### config.mk
export PLATFORM = sky130hd
export DESIGN_NAME = data_mem_write_buffer_flat
export DESIGN_NICKNAME = d
export VERILOG_FILES = /design/src/rtl/data_mem_write_buffer_if.sv /design/src/rtl/data_mem_write_buffer.sv /design/src/flat_wrapper.sv
export SDC_FILE = /design/constraint.sdc
export NUM_CORES = 2
export LEC_CHECK = 0
export BUFFER_PORTS_ARGS = -buffer_cell sky130_fd_sc_hd__buf_2
export CAP_MARGIN = 20
export CORE_ASPECT_RATIO = 1.2
export CORE_MARGIN = 2
export CORE_UTILIZATION = 56
export CTS_CLUSTER_DIAMETER = 200
export DETAILED_ROUTE_END_ITERATION = 10
export PLACE_DENSITY = 0.81
export SYNTH_ARGS = -nofsm -noshare
export SYNTH_HDL_FRONTEND = slang
export SYNTH_SLANG_ARGS = --single-unit
### constraint.sdc
create_clock -name CLK -period 6.7 [get_ports CLK]
set_clock_uncertainty 0.05 [all_clocks]
set_input_delay 0.67 -clock CLK [delete_from_list [all_inputs] [get_ports CLK]]
set_output_delay 0.67 -clock CLK [all_outputs]
set_load 0.01 [all_outputs]
### src/rtl/data_mem_write_buffer_if.sv
// Block-transfer bus between a requester and a responder.
// Used on both the cache side and the memory side of the buffer.
interface data_mem_write_buffer_if;
  logic         read;
  logic         write;
  logic [27:0]  address;
  logic [127:0] writedata;
  logic [127:0] readdata;
  logic         busywait;

  modport master (
    output read,
    output write,
    output address,
    output writedata,
    input  readdata,
    input  busywait
  );

  modport slave (
    input  read,
    input  write,
    input  address,
    input  writedata,
    output readdata,
    output busywait
  );
endinterface

### src/rtl/data_mem_write_buffer.sv
// Posted-write buffer between the data cache and data memory.
// Evictions are queued and drained in order; reads forward from the queue.
module data_mem_write_buffer #(
  parameter int DEPTH = 4
) (
  input  logic                    CLK,
  input  logic                    RESET,
  data_mem_write_buffer_if.slave  c,
  data_mem_write_buffer_if.master m
);

  localparam int PW = (DEPTH > 1) ? $clog2(DEPTH) : 1;

  typedef enum logic [1:0] {
    IDLE,
    DRAIN,
    MREAD,
    RDONE
  } state_t;

  state_t         state_q;
  state_t         state_d;

  logic [DEPTH-1:0] vld_q;
  logic [27:0]      addr_q [DEPTH];
  logic [127:0]     data_q [DEPTH];
  logic [PW-1:0]    head_q;
  logic [PW-1:0]    tail_q;
  logic [PW:0]      count_q;

  logic [127:0]   rd_q;
  logic [127:0]   hold_q;

  logic           hit;
  logic [127:0]   hit_data;
  logic           full;
  logic           rd_miss;
  logic           enq;
  logic           deq;
  logic           mem_done;
  logic           rd_cap;

  // Youngest valid entry matching the cache address; later ages override.
  always_comb begin
    hit      = 1'b0;
    hit_data = '0;
    for (int i = 0; i < DEPTH; i++) begin
      if (vld_q[head_q + PW'(i)] &&
          addr_q[head_q + PW'(i)] == c.address) begin
        hit      = 1'b1;
        hit_data = data_q[head_q + PW'(i)];
      end
    end
  end

  assign full     = (count_q == (PW+1)'(DEPTH));
  assign rd_miss  = c.read && !hit;
  assign enq      = c.write && !c.read && !full;
  assign mem_done = (state_q == DRAIN || state_q == MREAD)
                    && !m.busywait;
  assign deq      = (state_q == DRAIN) && mem_done;
  assign rd_cap   = (state_q == MREAD) && mem_done;

  // State register; reset abandons any in-flight memory operation.
  always_ff @(posedge CLK or negedge RESET) begin
    if (!RESET) begin
      state_q <= IDLE;
    end else begin
      state_q <= state_d;
    end
  end

  // Next state and memory-side request; reads win over draining.
  always_comb begin
    state_d     = state_q;
    m.read      = 1'b0;
    m.write     = 1'b0;
    m.address   = '0;
    m.writedata = '0;
    unique case (state_q)
      IDLE: begin
        if (rd_miss) begin
          state_d = MREAD;
        end else if (count_q != '0) begin
          state_d = DRAIN;
        end
      end
      DRAIN: begin
        m.write     = 1'b1;
        m.address   = addr_q[head_q];
        m.writedata = data_q[head_q];
        if (mem_done) begin
          state_d = IDLE;
        end
      end
      MREAD: begin
        m.read    = 1'b1;
        m.address = c.address;
        if (mem_done) begin
          state_d = RDONE;
        end
      end
      RDONE: begin
        state_d = IDLE;
      end
      default: begin
        state_d = IDLE;
      end
    endcase
  end

  // Cache-side stall and returned block; data holds when nothing is served.
  always_comb begin
    c.busywait = 1'b0;
    c.readdata = hold_q;
    if (c.read) begin
      if (hit) begin
        c.readdata = hit_data;
      end else if (state_q == RDONE) begin
        c.readdata = rd_q;
      end else begin
        c.busywait = 1'b1;
      end
    end else if (c.write) begin
      c.busywait = full;
    end
  end

  // Queue bookkeeping: valid bits, pointers and occupancy.
  always_ff @(posedge CLK or negedge RESET) begin
    if (!RESET) begin
      vld_q   <= '0;
      head_q  <= '0;
      tail_q  <= '0;
      count_q <= '0;
    end else begin
      if (deq) begin
        vld_q[head_q] <= 1'b0;
        head_q        <= head_q + PW'(1);
      end
      if (enq) begin
        vld_q[tail_q] <= 1'b1;
        tail_q        <= tail_q + PW'(1);
      end
      unique case ({enq, deq})
        2'b10:   count_q <= count_q + (PW+1)'(1);
        2'b01:   count_q <= count_q - (PW+1)'(1);
        default: count_q <= count_q;
      endcase
    end
  end

  // Entry payload; only meaningful where the valid bit is set.
  always_ff @(posedge CLK) begin
    if (enq) begin
      addr_q[tail_q] <= c.address;
      data_q[tail_q] <= c.writedata;
    end
  end

  // Read register for misses and the held cache-side data.
  always_ff @(posedge CLK or negedge RESET) begin
    if (!RESET) begin
      rd_q   <= '0;
      hold_q <= '0;
    end else begin
      if (rd_cap) begin
        rd_q <= m.readdata;
      end
      hold_q <= c.readdata;
    end
  end

endmodule
### src/flat_wrapper.sv
// flat-port wrapper written by rule: the top's interface ports become plain ports
module data_mem_write_buffer_flat 
#(
  parameter int DEPTH = 4
)
  (CLK, RESET, c_read, c_write, c_address, c_writedata, c_readdata, c_busywait, m_read, m_write, m_address, m_writedata, m_readdata, m_busywait);
  data_mem_write_buffer_if c_i ();
  data_mem_write_buffer_if m_i ();
  input  logic CLK;
  input  logic RESET;
  input wire logic [$bits(c_i.read)-1:0] c_read;
  input wire logic [$bits(c_i.write)-1:0] c_write;
  input wire logic [$bits(c_i.address)-1:0] c_address;
  input wire logic [$bits(c_i.writedata)-1:0] c_writedata;
  output wire logic [$bits(c_i.readdata)-1:0] c_readdata;
  output wire logic [$bits(c_i.busywait)-1:0] c_busywait;
  output wire logic [$bits(m_i.read)-1:0] m_read;
  output wire logic [$bits(m_i.write)-1:0] m_write;
  output wire logic [$bits(m_i.address)-1:0] m_address;
  output wire logic [$bits(m_i.writedata)-1:0] m_writedata;
  input wire logic [$bits(m_i.readdata)-1:0] m_readdata;
  input wire logic [$bits(m_i.busywait)-1:0] m_busywait;
  assign c_i.read = c_read;
  assign c_i.write = c_write;
  assign c_i.address = c_address;
  assign c_i.writedata = c_writedata;
  assign c_readdata = c_i.readdata;
  assign c_busywait = c_i.busywait;
  assign m_read = m_i.read;
  assign m_write = m_i.write;
  assign m_address = m_i.address;
  assign m_writedata = m_i.writedata;
  assign m_i.readdata = m_readdata;
  assign m_i.busywait = m_busywait;
  data_mem_write_buffer #(.DEPTH(DEPTH)) u_core (.CLK(CLK), .RESET(RESET), .c(c_i), .m(m_i));
endmodule
==> flow_summary.yaml <==
placement:
  port_buffers: 575
  dp_cells: 5182
  dpl_cell_area_um2: 55900
  dp_hpwl_mm: 96.4
  gp_congestion: 0.988
clock_tree:
  cts_buffers: 91
  cts_tree: "done"
  path_clk_slew_ps: 70
  cts_root_buf: "clkbuf_16"
  h-tree-depth: 3
  clock-sinks: 893
  clkLatencyLatePin_ps: 680
  cts_buffer_depth: 3
die:
  io_pins: 576
  rows: 123
  die-height_um: 339
  core_area_um2: 93300
  dieArea_um2: 96200
  start_util_pct: 56.3
  die_w_um: 283
setup_path:
  crit_path_start: "u_core.head_q[0]"
  crit_path_max_incr_delay_ps: 740
  reg2reg_from: "u_core.head_q[0]"
  crit_chain: "buf_16 > mux2i_1 > xor2_1 > o2111ai_1 > a22oi_1 > nand4_1 > buf_6 > or2_4 > buf_12 > o311ai_1 > a31oi_1 > a21oi_1 > buf_2"
  start_kind: "flip-flop"
  required_ps: 5980
  cp_slowest_cell: "mux2i_1"
  crit_type: "flip-flop to output pin"
  r2r_cells: 12
  crit_arrival_ps: 6010
  end_kind: "output pin"
  timing.rr.end: "u_core.hold_q[19]"
  cp-endpoint: "c_readdata[19]"
  critPathMaxFanout: 112
  timing.reg2reg.setup_slack_ps: 1330
layout:
  nNetsFinal: 4333
  instances_no_fill: 5396
  finish.utilization_pct: 63.7
  post-route-cell-area_um2: 59400
  final_layout_size_suffix_gt1_share_pct: 37.1
  syn_to_final_growth_pct: 13.1
  n_fill_cell: 6616
logic_synthesis:
  synth_cells: 3689
  synth_ff_type: "edfxtp_1"
  syn-num-nets: 3992
  synth_area_um2: 52500
  synth-seq-cells: 893
  syn_area_per_cell_um2: 14.2
  ys_types: 76
  async_flop_share_pct: 30.1
  yosysSeqAreaShare_pct: 48.5
  yosysWarnings: 0
  synth-edff-count: 624
power_and_ir_drop:
  p_per_area_nw_per_um2: 447
  p_sw_w: 0.00986
  pwr-share-seq_pct: 29.8
  p_sw_share_pct: 37.1
  leakagePower_nw: 21.1
  ir_worst_vdd_mv: 0.584
  comb_power_share_pct: 50.1
  p_clk_share_pct: 20.1
  p_int_w: 0.0167
global_routing:
  antenna_found_initial: 53
  grt_overflow: 0
  grt_pass1_wl_mm: 236
  grt_pass1_vias: 39100
  grt_max_degree: 143
  gr-usage-all-layers_pct: 32.1
min_path:
  hp-class: "input port to flip-flop"
timing:
  worst_pin_slew_ps: 1180
  finalCriticalPeriod_ps: 6730
  max_freq_mhz: 149
  rsz0062_at_grt: "true"
  setup_violations: 2
  timing.final.ws_setup_ps: -25.5
  slew_headroom_pct: 21.7
  fin_crit_sh_pct: 100
  drv_slew: 0
  finalHoldViolCount: 0
run_status:
  outcome: "finished with violations"
  violations: "negative setup slack"
detailed_routing:
  dr.first_iter.drc_count: 5557
  totalWireLength_mm: 159
  antenna_left: 0
  dr_total_vias: 39200
  route.detailed.drc: 0
  wl_per_cell_um: 29.4
  drtPass1Iterations: 8
  via_per_inst: 7.27
job:
  cap_violations: 0
==> worst max-delay path: cells and delay by family, from the launching register on <==
family          cells  cell delay, ps
buf+inv             4            1620
compound gates      5            1030
simple gates        2             800
mux                 1             740
flops               1             610
xor+xnor            1             160
==> per-layer routing <==
metal  track usage [%]  routed length [µm]  up-vias
li1                  -                   -    15800
met1              40.2               55300    19800
met2              50.9               75900     3031
met3              7.61               18100      555
met4              19.8                9150       34
met5                 0                 209        -
==> stage by stage <==
stage | setup slack (ps) | hold WS [ps] | TNS (ps) | total power [W]
global placement | 490 | 436 | 0 | 0.0207
CTS | 1.93 | 107 | 0 | 0.0264
floorplan | 1350 | 324 | 0 | 0.0178
detailed placement | 496 | 442 | 0 | 0.0210
finish | -25.5 | 139 | -34.9 | 0.0266
global route | -8.60 | 130 | -19.9 | 0.0278
==> synth_stat cells, drive strengths merged, types with 26 or more instances <==
cell	count	area (µm²)
nor2	149	559
edfxtp	624	18700
mux2i	102	1030
xnor2	63	552
buf	144	896
mux4	559	12600
dfrtp	269	6730
a21oi	141	706
xor2	26	228
o32ai	131	1150
mux2	138	1550
or3	128	801
and2	135	847
nor2b	28	175
o311ai	127	1110
clkbuf	251	942
inv	143	537
a31oi	128	801
nand3	134	671
nand2	67	254
==> cells by family (layout without fill, tap and decap cells) <==
family,after synthesis,count (layout),synth area share [%]
other cells,0,37,0
compound gates,669,669,9.29
xor+xnor,89,89,1.49
simple gates,684,685,6.89
mux,799,799,28.9
buf+inv,541,960,4.55
flops,893,893,48.5
fa+ha+maj,14,14,0.348
==> final cells by class <==
cell class | instances | area [µm²] | area share, %
Clock inverter | 47 | 524 | 0.883
Sequential cell | 893 | 25500 | 42.9
Tap cell | 1250 | 1560 | 2.63
Multi-Input combinational cell | 2256 | 24700 | 41.7
Antenna cell | 37 | 92.6 | 0.156
Clock buffer | 125 | 2660 | 4.48
Inverter | 146 | 551 | 0.927
Timing Repair Buffer | 642 | 3760 | 6.34
==> sequential cells by signal, summed over array words and instances (netlist names) <==
signal / flops
u_core.addr_q: 112
u_core.state_q: 2
u_core.rd_q: 128
u_core.count_q: 3
u_core.head_q: 2
u_core.tail_q: 2
u_core.hold_q: 128
u_core.data_q: 512
u_core.vld_q: 4
==> repair_timing <==
action,4_1_cts,5_1_grt
setup endpoints to repair,102,121
hold buffers,1,0
buffers inserted,0,1
gates resized for setup,3,15
pin swaps,0,2
cloned,0,2
hold endpoints to repair,65,0
==> cell usage in the layout (no fill, tap or decap), drive strengths merged, types with 18 or more instances in the layout <==
| cell type | n |
|---|---|
| a21oi | 141 |
| a22oi | 18 |
| a31oi | 128 |
| and2 | 136 |
| buf | 638 |
| clkbuf | 128 |
| clkinv | 34 |
| dfrtp | 269 |
| diode | 37 |
| edfxtp | 624 |
| inv | 147 |
| mux2 | 138 |
| mux2i | 102 |
| mux4 | 559 |
| nand2 | 67 |
| nand3 | 134 |
| nor2 | 149 |
| nor2b | 28 |
| o311ai | 127 |
| o32ai | 131 |
| or3 | 128 |
| xnor2 | 63 |
| xor2 | 26 |
==> how the worst min path moves through the flow <==
stage | start | cells past startpoint | endpoint
floorplan | RESET | 0 | u_core.count_q[0]
global placement | u_core.count_q[0] | 1 | u_core.count_q[0]
detailed placement | u_core.count_q[0] | 1 | u_core.count_q[0]
CTS | c_writedata[79] | 1 | u_core.data_q[2][79]
global route | c_writedata[86] | 1 | u_core.data_q[3][86]
finish | c_writedata[91] | 1 | u_core.data_q[0][91]
==> power groups by stage <==
stage | combinational (W) | sequential, W | clock, W
detailed placement | 0.0131 | 0.00795 | 0
global placement | 0.0128 | 0.00788 | 0
CTS | 0.0131 | 0.00786 | 0.00537
finish | 0.0133 | 0.00791 | 0.00533
floorplan | 0.0100 | 0.00777 | 0
global route | 0.0142 | 0.00801 | 0.00558
No activity file was read; power rests on OpenSTA's default activity.
